===== src/rtl/sol_result_printer.sv =====
// sol_result_printer
//   Downstream stage of the per-day solver core. Accepts one unsigned binary
//   result per handshake and converts it to decimal using iterative
//   shift-add-3 (double dabble). The decimal value is then streamed as ASCII,
//   most significant digit first, with leading zeros suppressed. A line
//   terminator follows the digits.
//
//   Optional feature macro: SOL_RESULT_PRINTER_CRLF_EN
//     defined   : line ends with 8'h0D then 8'h0A (extra TERM_LF state)
//     undefined : line ends with 8'h0A only
//
// Parameters
//   WIDTH  - bit width of result_in
//   DIGITS - BCD digits held; must be >= ceil(WIDTH*log10(2))
//
// Ports
//   clk          - clock
//   rst_n        - asynchronous active-low reset
//   result_in    - binary value to print (unsigned)
//   result_valid - result_in valid
//   result_ready - block idle and able to accept a value
//   char_out     - ASCII character
//   char_valid   - char_out valid
//   char_ready   - sink accepts char_out
//   busy         - conversion or emission in progress
module sol_result_printer #(
  parameter int WIDTH  = 64,
  parameter int DIGITS = 20
) (
  input  logic             clk,
  input  logic             rst_n,
  input  logic [WIDTH-1:0] result_in,
  input  logic             result_valid,
  output logic             result_ready,
  output logic [7:0]       char_out,
  output logic             char_valid,
  input  logic             char_ready,
  output logic             busy
);

  localparam int PW = (DIGITS > 1) ? $clog2(DIGITS) : 1;
  localparam int CW = $clog2(WIDTH + 1);
  localparam int BW = 4 * DIGITS;

  typedef enum logic [2:0] {
    S_IDLE,
    S_CONVERT,
    S_SKIP,
    S_EMIT,
    S_TERM
`ifdef SOL_RESULT_PRINTER_CRLF_EN
    , S_TERM_LF
`endif
  } state_t;

  state_t           state_q, state_d;
  logic [WIDTH-1:0] shift_q, shift_d;
  logic [BW-1:0]    bcd_q, bcd_d;
  logic [CW-1:0]    cnt_q, cnt_d;
  logic [PW-1:0]    ptr_q, ptr_d;

  logic [BW-1:0]    bcd_adj;
  logic [3:0]       cur_digit;

  // Add-3 correction applied to every digit before each shift.
  generate
    for (genvar gi = 0; gi < DIGITS; gi++) begin : g_adj
      assign bcd_adj[gi*4 +: 4] = (bcd_q[gi*4 +: 4] >= 4'd5) ?
                                  (bcd_q[gi*4 +: 4] + 4'd3) : bcd_q[gi*4 +: 4];
    end
  endgenerate

  assign cur_digit = bcd_q[4*int'(ptr_q) +: 4];

  always_ff @(posedge clk or negedge rst_n) begin
    if (!rst_n) begin
      state_q <= S_IDLE;
      shift_q <= '0;
      bcd_q   <= '0;
      cnt_q   <= '0;
      ptr_q   <= '0;
    end else begin
      state_q <= state_d;
      shift_q <= shift_d;
      bcd_q   <= bcd_d;
      cnt_q   <= cnt_d;
      ptr_q   <= ptr_d;
    end
  end

  always_comb begin
    state_d      = state_q;
    shift_d      = shift_q;
    bcd_d        = bcd_q;
    cnt_d        = cnt_q;
    ptr_d        = ptr_q;
    result_ready = 1'b0;
    char_valid   = 1'b0;
    char_out     = 8'h00;

    case (state_q)
      S_IDLE: begin
        result_ready = 1'b1;
        if (result_valid) begin
          shift_d = result_in;
          bcd_d   = '0;
          cnt_d   = CW'(WIDTH);
          state_d = S_CONVERT;
        end
      end

      // Counter runs WIDTH..1 for the shift steps; the cycle that sees zero
      // only hands over to the digit scan.
      S_CONVERT: begin
        if (cnt_q == '0) begin
          ptr_d   = PW'(DIGITS - 1);
          state_d = S_SKIP;
        end else begin
          {bcd_d, shift_d} = {bcd_adj[BW-2:0], shift_q, 1'b0};
          cnt_d            = cnt_q - 1'b1;
        end
      end

      // Digit 0 is never skipped so a zero value still prints "0".
      S_SKIP: begin
        if (cur_digit == 4'd0 && ptr_q != '0) begin
          ptr_d = ptr_q - 1'b1;
        end else begin
          state_d = S_EMIT;
        end
      end

      S_EMIT: begin
        char_valid = 1'b1;
        char_out   = 8'h30 + {4'h0, cur_digit};
        if (char_ready) begin
          if (ptr_q == '0) begin
            state_d = S_TERM;
          end else begin
            ptr_d = ptr_q - 1'b1;
          end
        end
      end

`ifdef SOL_RESULT_PRINTER_CRLF_EN
      S_TERM: begin
        char_valid = 1'b1;
        char_out   = 8'h0D;
        if (char_ready) state_d = S_TERM_LF;
      end

      S_TERM_LF: begin
        char_valid = 1'b1;
        char_out   = 8'h0A;
        if (char_ready) state_d = S_IDLE;
      end
`else
      S_TERM: begin
        char_valid = 1'b1;
        char_out   = 8'h0A;
        if (char_ready) state_d = S_IDLE;
      end
`endif

      default: begin
        state_d = S_IDLE;
      end
    endcase
  end

  assign busy = !result_ready;

endmodule


===== config.mk =====
export PLATFORM = sky130hd
export DESIGN_NAME = sol_result_printer
export DESIGN_NICKNAME = d
export VERILOG_FILES = /design/src/rtl/sol_result_printer.sv
export SDC_FILE = /design/constraint.sdc
export NUM_CORES = 1
export LEC_CHECK = 0
export ABC_AREA = 1
export BUFFER_PORTS_ARGS = -buffer_cell sky130_fd_sc_hd__buf_4
export CAP_MARGIN = 20
export CORE_MARGIN = 5
export CORE_UTILIZATION = 50
export CTS_BUF_LIST = sky130_fd_sc_hd__clkbuf_4 sky130_fd_sc_hd__clkbuf_8
export DETAILED_ROUTE_END_ITERATION = 8
export PLACE_DENSITY = 0.69
export SLEW_MARGIN = 20
export SYNTH_ARGS = -nofsm -noshare
export SYNTH_HDL_FRONTEND = slang
export SYNTH_SLANG_ARGS = --single-unit

===== constraint.sdc =====
create_clock -name clk -period 2.3 [get_ports clk]
set_clock_uncertainty 0.15 [all_clocks]
set_input_delay 0.46 -clock clk [delete_from_list [all_inputs] [get_ports clk]]
set_output_delay 0.46 -clock clk [all_outputs]
set_load 0.1 [all_outputs]

==> reports/results.txt, run 1 <==
Most used cell, CP: nand2_2
Critical Path RT: 1.69 ns
Syn avg cell area: 7.95 um^2
Clock-pin slew on the worst setup and hold paths: 0.10 ns
Clock Sink Count: 159
Worst-path maximum fanout: 8
Cts bufs inserted: 17
Nets: 1372
Final std cells w/o fill: 1502
FP Rows: 49
Seq/Total Area, Yosys: 43.2%
Yosys Warn Count: 0
Hold wc startpoint: result_in[60]
Critical path class: register to output port
N_diodes: 0
Gpl congestion: 0.860
Total wire length: 21700 um
Startpoint types: register
Minimum clock period: 2.69 ns
CP max stage cell: dfrtp_2
Starting DRT DRC Count: 536
Clk_lat worst skew: 0.47 ns
Via count: 8192
Pwr dens: 1340 mW/mm^2
Core outline area: 0.0180 mm^2
CP max stage delay: 0.43 ns
Clock share of power: 13.6%
Status: complete, but fails checks
Area leader, netlist: dfrtp_1
Hold Violations, Final: 0
Vias in the first global route: 8038
Leak: 5.16 nW
Placed Cells: 1457
Reg2reg start: ptr_q[0]
Total of max-cap violations: 0
WHS Endpoint: shift_q[60]
PnR worst setup slack: -0.391 ns
Total power after layout: 15.1 mW
Port Buffers: 76
WP data arrival: 2.08 ns
DPL Wire Length: 15200 um
Crit share post-route: 117%
Combinational share of power: 59.3%
Violated checks: setup timing
R2R depth: 19
Initial antenna violation count: 0
IR drop worst, VDD: 0.00104 V
Reg-to-reg critical path endpoint: ptr_q[2]
DRC viols: 0
Most frequent cells in the layout: nor2_1 (170), dfrtp_1 (155), nand2_1 (128)
Synth top area share: 43.2%
I/O pin count: 79
Root Buffer: clkbuf_8
Global-route wire length before repair: 37800 um
Worst hold-check path type: input port to register
Int Pwr: 7.83 mW
Starting Density: 51.1%
Worst Tran Pin Value: 0.547 ns
Netlist cell types: 39
Wirelength per Cell: 14.5 um
Overall die width: 146 um
Hold_ws: 0.0658 ns
Syn Inst Count: 1157
H-tree levels: 4
Initial DRT Pass Iterations: 5
CP Cell Sequence: clkinv_4 > buf_4 > nand2_2 > nand3_2 > o21ai_2 > nand2_1 > nand2_2 > clkinv_2 > nand2_2 > a21oi_2 > o21ai_4 > buf_12
Post-synthesis sequential element count: 159
Synth-to-layout area growth: 22.2%
Max-slew headroom: 63.6%
Fmax achieved: 372 MHz
Grt total ovfl: 0
Crit path capture type: output port
Switch Pwr: 7.27 mW
Sw Ratio: 48.1%
CTS tree: built
Die height: 146 um
Hold depth: 3
Sequential share of power: 27.1%
Setup-failing EPs final: 4
Mapped cell area: 0.00920 mm^2
Die footprint: 0.0212 mm^2
Antenna Nets Post-Route: 0
Fraction of layout cells with a size suffix above 1: 21.4%
Clock tree buffer depth: 2
Slew Limit Fails: 0
Unrepaired setup endpoints after global routing: yes
Vias per inst: 5.45
Largest net degree at the start of global routing: 64
R2r setup slk: 0.06 ns
Most common cell after layout, fill and taps aside: nor2_1
Gr usage total: 20.9%
Synth top area cells: dfrtp_1 (43%), nor2_1 (7.1%), o21ai_0 (6.2%)
-- what timing repair did --
item                                    in CTS  in global routing
endpoints found under the hold margin       43                  0
hold buffers                                 1                  0
pin swaps                                    2                 15
endpoints found under the setup margin       8                 38
gates resized for setup                     28                 30
setup buffers                                5                  7
-- power groups by stage --
stage | logic, mW | clock network, mW | registers [mW]
floorplan | 7.21 | 0 | 4.03
global placement | 8.32 | 0 | 4.13
detailed placement | 8.45 | 0 | 4.14
CTS | 8.70 | 2.11 | 4.09
global route | 9.94 | 2.23 | 4.19
finish | 8.95 | 2.05 | 4.10
-- sequential cells by signal, summed over array words and instances, names as in the netlist --
name,count
bcd_q,80
shift_q,64
cnt_q,7
ptr_q,5
state_q,3
-- worst max-delay path by stage --
stage,end,start,cells past startpoint
3_5_place_dp,char_out[3],ptr_q[0],10
4_1_cts,char_out[3],ptr_q[0],11
3_3_place_gp,char_out[3],ptr_q[0],10
2_1_floorplan,char_out[3],state_q[2],5
6_report,char_out[3],ptr_q[0],12
5_1_grt,char_out[3],ptr_q[0],12
-- per-stage QoR --
stage                     TNS (ns)  util [%]  worst slack, ns  cell area (um^2)
after floorplan             -11.39         -           -0.272              9720
after global placement     -0.0367      58.7          -0.0367             10600
after detailed placement   -0.0694      58.7          -0.0694             10600
after CTS                    -1.51      61.6           -0.399             11100
after global routing         -2.75      62.4           -0.505             11200
final                        -1.49      62.4           -0.391             11200
-- Yosys cell counts, drive strengths merged --
cell type  number
clkinv          1
o32ai          19
clkbuf         21
or2             1
o211ai         24
conb            1
nor2          180
a211oi         19
nand4           3
o31ai           1
nand3          76
a21boi          1
nand2         146
nor3            3
nor4            1
inv           131
nand3b          1
o22ai          64
a21oi          80
nor3b           1
o21ai         120
buf            41
ha             44
xor2           19
dfrtp         159
-- cell type report --
class	count	area, um^2
inverter	132	514
timing repair buffer	145	1310
clock buffer	18	241
fill	1644	6780
multi-input combinational	805	4770
tap	229	287
sequential	159	3980
clock inverter	14	140
-- metal layers --
layer	track usage (%)	routed length (um)	vias to the layer above
met5	0	0	-
met4	5.18	272	0
met3	5.01	986	19
met2	33.8	10200	157
met1	28.3	10300	3900
li1	-	-	4116
-- worst max-delay path, delay by kind of cell, from the launching register on --
kind / cells / cell delay, ns
buf+inv: 4 / 0.51
simple gates: 5 / 0.33
compound gates: 3 / 0.33
flops: 1 / 0.43
-- kinds of logic (layout without fill, tap and decap cells) --
group           after synthesis  in the layout  share of synthesized area (%)
compound gates              328            328                           20.8
flops                       159            159                           43.2
simple gates                412            412                           19.0
buf+inv                     194            309                           9.18
fa+ha+maj                    44             44                           5.98
xor+xnor                     19             19                           1.81
other cells                   1              2                         0.0407
(Power assumes the default switching activity.)
==> run 2, diff against run 1 <==
- ABC_AREA: 1 -> not set
- MAX_ROUTING_LAYER: not set -> met4
==> run 2 against run 1 <==
  * The run still ends with setup timing left
  * Cell count shrank 10%
  * Sequential power shrank 4%
  * Sequential share of layout area shrank 0.39 points
  * Non-clock buffer count grew 33
  * Via count shrank 6.4%
  * Clock-buffer cell count shrank 1
  * Area after synthesis shrank 2.3%
  * Wire length grew 6.0%
  * Critical path type unchanged
==> reports/results.txt, run 2 <==
Placed Cells: 1298 (-11%)
FP Rows: 49 (unchanged)
Int Pwr: 6.91 mW (-12%)
I/O pin count: 79 (unchanged)
Seq/Total Area, Yosys: 44.3% (+1.0 points)
R2R depth: 10 (-9)
Antenna Nets Post-Route: 0 (unchanged)
Critical path class: register to output port
Start point of the critical path: ptr_q[0]
PnR worst setup slack: -0.626 ns (-0.235 ns)
Worst hold-check path type: input port to register
Fraction of layout cells with a size suffix above 1: 24.8% (+3.4 points)
Total wire length: 23100 um (+6.0%)
Total of max-cap violations: 0 (unchanged)
Initial antenna violation count: 0 (unchanged)
Most common cell after layout, fill and taps aside: nor2_1
DPL Wire Length: 15200 um (-0.27%)
Synth Flop Type: dfrtp_1
Worst-path maximum fanout: 15 (+7)
Synth-to-layout area growth: 26.4%
Slew Limit Fails: 0 (unchanged)
Gpl congestion: 0.925 (+7.5%)
Final std cells w/o fill: 1350 (-10%)
Most flops, register: bcd_q
Synth top area share: 44.3% (+1.0 points)
Grt total ovfl: 0 (unchanged)
Netlist cell types: 56 (+44%)
CTS tree: built
Unrepaired setup endpoints after global routing: yes
Area share of fa/ha/maj cells after synthesis: 6.12% (+0.14 points)
Post-synthesis compound-gate area fraction: 20.0% (-0.81 points)
Port Buffers: 76 (unchanged)
Syn avg cell area: 9.24 um^2 (+16%)
Wirelength per Cell: 17.1 um (+18%)
CP Cell Sequence: buf_12 > mux2i_1 > a21oi_1 > and3_1 > a211oi_2 > buf_4 > nor2_4 > buf_12
Syn Inst Count: 973 (-16%)
Most instantiated cells after synthesis: nor2_1 (164), dfrtp_1 (159), o22ai_1 (85)
Die height: 144 um (-1.1%)
Most used cell, CP: buf_12
Die footprint: 0.0208 mm^2 (-2.2%)
Count leader, synth: nor2_1
Sw Ratio: 42.8% (-5.3 points)
Gr usage total: 23.4% (+2.5 points)
Reg2reg start: ptr_q[0]
Most frequent cells in the layout: nor2_1 (160), dfrtp_1 (158), buf_4 (151)
Violated checks: setup timing
Starting Density: 50.4% (-0.67 points)
Startpoint types: register
N_diodes: 0 (unchanged)
Placed instance area: 0.0105 mm^2 (-0.44%)
Global-route wire length before repair: 37700 um (-0.18%)
Hold wc startpoint: result_in[0]
Cts bufs inserted: 17 (unchanged)
Mux cell area share after synthesis: 4.44% (+4.4 points)
Largest family of logic cells by synthesized area: compound AO/OA/AOI/OAI gates
Minimum clock period: 2.93 ns (+0.235 ns)
Clock share of power: 19.3% (+5.7 points)
Max-slew headroom: 47.8% (-16 points)
CP max stage cell: dfrtp_2
Nets: 1220 (-11%)
Critical Path RT: 1.69 ns (about the same)
Synth top area cells: dfrtp_1 (44%), nor2_1 (6.8%), ha_1 (6.1%)
Max FFs per register: 80 (unchanged)
WP data arrival: 2.32 ns (+0.24 ns)
Pwr dens: 1060 mW/mm^2 (-21%)
Top flop regs: bcd_q x80, shift_q x64, cnt_q x7
Clock Sink Count: 159 (unchanged)
Fin util: 63.7% (+1.3 points)
Xor/xnor share of the synthesized area: 4.09% (+2.3 points)
Status: complete, but fails checks
Combinational share of power: 48.2% (-11 points)
EDFF count, synth: 0 (unchanged)
Leak: 4.94 nW (-4.2%)
Area leader, netlist: dfrtp_1
Crit path capture type: output port
Hold Violations, Final: 0 (unchanged)
H-tree levels: 4 (unchanged)
Mapped cell area: 0.00899 mm^2 (-2.3%)
Yosys Warn Count: 0 (unchanged)
Via count: 7665 (-6.4%)
Worst Tran Pin Value: 0.782 ns (+0.236 ns)
Setup-failing EPs final: 10 (+6)
Overall die width: 144 um (-1.1%)
IR drop worst, VDD: 0.00250 V (+140%)
Initial DRT Pass Iterations: 5 (unchanged)
Post-synthesis sequential element count: 159 (unchanged)
Vias per inst: 5.68 (+4.1%)
Fmax achieved: 342 MHz (-8.0%)
Vias in the first global route: 7297 (-9.2%)
Ys async rst share: 100% (unchanged)
Post-synthesis simple-gate area fraction: 15.3% (-3.7 points)
Crit share post-route: 127% (+10 points)
Clock-pin slew on the worst setup and hold paths: 0.10 ns (about the same)
Switch Pwr: 5.18 mW (-29%)
Clk_lat worst skew: 0.47 ns (about the same)
CP max stage delay: 0.49 ns (+0.06 ns)
Starting DRT DRC Count: 533 (-0.56%)
Hold depth: 3 (unchanged)
DRC viols: 0 (unchanged)
Cell area after layout: 0.0114 mm^2 (+1.0%)
Clock tree buffer depth: 2 (unchanged)
Core outline area: 0.0178 mm^2 (-1.0%)
Largest net degree at the start of global routing: 93 (+45%)
Sequential share of power: 32.5% (+5.4 points)
Root Buffer: clkbuf_8
-- run 2: changes by cell type after synthesis, sizes merged, moves of 29 or more --
cell   delta
o21ai    -90
inv      -83
nand2    -74
o31ai    +59
nand3    -49
a21oi    -29
-- run 2: repair_timing --
| action | CTS | global route |
|---|---|---|
| buffers inserted | 7 | 10 |
| pin swaps | 10 | 13 |
| endpoints found under the hold margin | 48 | 0 |
| cloned | 1 | 1 |
| gates resized for setup | 25 | 26 |
| endpoints found under the setup margin | 15 | 34 |
| hold buffers | 1 | 0 |
-- run 2: logic make-up after synthesis --
group	after synthesis
DFF	159
and+or+nand+nor	316
xor gates and xnor gates	42
AOI/OAI and AO/OA	269
other	1
buffers and inverters	112
muxes	30
adders and majority gates	44
-- run 2: metrics by stage --
step,power (mW),TNS [ns],hold WS (ns),worst slack (ns)
5_1_grt,12.9,-5.37,0.0519,-0.720
4_1_cts,11.8,-3.78,0.0374,-0.635
2_1_floorplan,8.01,-10.53,0.0144,-0.374
3_5_place_dp,9.23,-1.79,0.309,-0.260
3_3_place_gp,9.06,-1.30,0.312,-0.199
6_report,12.1,-3.98,0.0628,-0.626
-- run 2: layout make-up --
| cell class | instances | area (um^2) |
|---|---|---|
| clock inverter | 15 | 218 |
| timing repair buffer | 178 | 1630 |
| inverter | 48 | 184 |
| sequential | 159 | 3980 |
| multi-input combinational | 704 | 4820 |
| clock buffer | 17 | 234 |
| fill | 1484 | 6480 |
| tap | 229 | 287 |
-- run 2: worst max-delay path, delay by kind of cell, from the launching register on --
family	cells	cell delay (ns)
buf+inv	3	0.54
flops	1	0.49
compound gates	2	0.33
simple gates	2	0.25
mux	1	0.23
-- run 2: power by group through the flow --
stage	Combinational (mW)	Clock, mW	Sequential, mW
global route	6.35	2.50	4.02
finish	5.83	2.34	3.93
floorplan	4.16	0	3.85
global placement	5.11	0	3.94
CTS	5.51	2.40	3.91
detailed placement	5.27	0	3.96
-- run 2: path summary, 6_finish.rpt --
kind,to,slack [ns]
worst max-delay path,char_out[0],-0.63
worst min-delay path,shift_q[0],0.06
worst max register to register,ptr_q[1],-0.33
worst min register to register,shift_q[1],0.35
max in group asynchronous,bcd_q[72],0.95
min in group asynchronous,shift_q[33],0.36
-- run 2: per-layer routing --
layer,vias to the layer above,global-route usage (%),share of wire [%]
li1,3742,-,-
met1,3723,32.0,46
met2,170,36.1,47
met3,30,4.30,4.1
met4,0,6.24,2.3
met5,-,-,0
==> run 3, diff against run 2 <==
- ABC_AREA: not set -> 1
==> run 3 against run 2 <==
  * The run still ends with setup timing left
  * First-iteration DRC count decreased by 6.2%
  * Largest power group unchanged
  * Die area increased by 2.2%
  * Maximum frequency increased by 8.8%
  * Largest cell class unchanged
  * Critical path type unchanged
  * Utilization decreased by 1.3 points
  * Register-to-register slack improved by 0.39 ns
==> reports/results.txt, run 3 (synthesis results as in run 1) <==
Status: complete, but fails checks
Violated checks: setup timing
Critical path class: register to output port
FP Rows: 49 (unchanged)
WP data arrival: 2.08 ns (-0.24 ns)
Setup-failing EPs final: 4 (-6)
Starting Density: 51.1% (+0.67 points)
Slew Limit Fails: 0 (unchanged)
Placed Cells: 1457 (+12%)
Initial DRT Pass Iterations: 6 (+1)
Gpl congestion: 0.874 (-5.5%)
Die footprint: 0.0212 mm^2 (+2.2%)
Antenna Nets Post-Route: 0 (unchanged)
Global-route wire length before repair: 37800 um (+0.15%)
Total of max-cap violations: 0 (unchanged)
CP Cell Sequence: clkinv_4 > buf_4 > nand2_2 > nand3_2 > o21ai_2 > nand2_1 > nand2_2 > clkinv_2 > nand2_2 > a21oi_2 > o21ai_4 > buf_12
Most frequent cells in the layout: nor2_1 (170), dfrtp_1 (155), nand2_1 (128)
Vias per inst: 5.45 (-4.0%)
Clock-pin slew on the worst setup and hold paths: 0.10 ns (about the same)
CP max stage delay: 0.43 ns (-0.06 ns)
CP max stage cell: dfrtp_2
Grt total ovfl: 0 (unchanged)
Starting DRT DRC Count: 500 (-6.2%)
Core outline area: 0.0180 mm^2 (+1.0%)
CTS tree: built
Clock Sink Count: 159 (unchanged)
Fraction of layout cells with a size suffix above 1: 21.4% (-3.4 points)
Overall die width: 146 um (+1.1%)
Worst Tran Pin Value: 0.552 ns (-0.230 ns)
Hold_ws: 0.0672 ns (+0.00442 ns)
Worst hold-check path type: input port to register
Startpoint types: register
Port Buffers: 76 (unchanged)
Leak: 5.16 nW (+4.4%)
IR drop worst, VDD: 0.00104 V (-59%)
Pwr dens: 1340 mW/mm^2 (+26%)
Via count: 8187 (+6.8%)
PnR worst setup slack: -0.390 ns (+0.236 ns)
Clock tree buffer depth: 2 (unchanged)
Worst-path maximum fanout: 8 (-7)
Critical Path RT: 1.69 ns (about the same)
Top flop regs: bcd_q x80, shift_q x64, cnt_q x7
Most common cell after layout, fill and taps aside: nor2_1
Die height: 146 um (+1.1%)
H-tree levels: 4 (unchanged)
Vias in the first global route: 8040 (+10%)
Crit share post-route: 117% (-10 points)
Fmax achieved: 372 MHz (+8.8%)
I/O pin count: 79 (unchanged)
Unrepaired setup endpoints after global routing: yes
Cts bufs inserted: 17 (unchanged)
Root Buffer: clkbuf_8
DRC viols: 0 (unchanged)
Synth-to-layout area growth: 22.2%
Wirelength per Cell: 14.4 um (-16%)
Cell area after layout: 0.0112 mm^2 (-1.0%)
Max-slew headroom: 63.2% (+15 points)
Clk_lat worst skew: 0.47 ns (about the same)
N_diodes: 0 (unchanged)
Minimum clock period: 2.69 ns (-0.236 ns)
Nets: 1372 (+12%)
Most used cell, CP: nand2_2
Most flops, register: bcd_q
Largest net degree at the start of global routing: 64 (-31%)
Total wire length: 21700 um (-6.0%)
Placed instance area: 0.0106 mm^2 (+0.44%)
Hold Violations, Final: 0 (unchanged)
Max FFs per register: 80 (unchanged)
Gr usage total: 21.4% (-1.9 points)
Final std cells w/o fill: 1502 (+11%)
Initial antenna violation count: 0 (unchanged)
Crit path capture type: output port
DPL Wire Length: 15200 um (+0.27%)
Dpl ws: -0.0694 ns (+0.190 ns)
[run 3: worst max-delay path: cells and delay by family (launching register included)]
family,cells,cell delay [ns]
compound gates,3,0.33
simple gates,5,0.33
buf+inv,4,0.51
flops,1,0.43
[run 3: area by class of cell]
| class | count | area (um^2) |
|---|---|---|
| Clock buffer | 18 | 241 |
| Clock inverter | 14 | 140 |
| Fill cell | 1644 | 6780 |
| Inverter | 132 | 514 |
| Multi-Input combinational cell | 805 | 4770 |
| Sequential cell | 159 | 3980 |
| Tap cell | 229 | 287 |
| Timing Repair Buffer | 145 | 1310 |
[run 3: per-stage QoR]
stage	TNS [ns]	utilization, %	power, mW
2_1_floorplan	-11.39	-	11.2
6_report	-1.47	62.4	15.1
3_5_place_dp	-0.0694	58.7	12.6
5_1_grt	-2.70	62.4	16.4
4_1_cts	-1.51	61.6	14.9
3_3_place_gp	-0.0367	58.7	12.4
[run 3: worst paths after layout]
kind,start,end,slack [ns],cells past startpoint
worst max-delay path,ptr_q[0],char_out[3],-0.39,12
worst min-delay path,result_in[60],shift_q[60],0.07,3
worst max register to register,ptr_q[0],ptr_q[2],0.06,19
worst min register to register,cnt_q[4],cnt_q[4],0.33,1
max in group asynchronous,rst_n,state_q[2],0.97,3
min in group asynchronous,rst_n,bcd_q[16],0.35,2
[run 3: where the power goes]
| part | switching (mW) | internal [mW] |
|---|---|---|
| Clock | 1.22 | 0.819 |
| Sequential | 0.508 | 3.59 |
| Combinational | 5.51 | 3.43 |
[run 3: layer usage]
metal | vias to the layer above | global-route usage [%] | wire length [um]
li1 | 4112 | - | -
met1 | 3887 | 28.7 | 10200
met2 | 166 | 33.7 | 10200
met3 | 22 | 4.30 | 953
met4 | 0 | 5.18 | 260
met5 | - | - | 0
[run 3: repair_timing]
action / 4_1_cts / 5_1_grt
endpoints found under the setup margin: 8 / 38
hold endpoints to repair: 43 / 0
resized for setup: 28 / 30
pin swaps: 2 / 14
buffers inserted: 5 / 7
hold buffers: 1 / 0
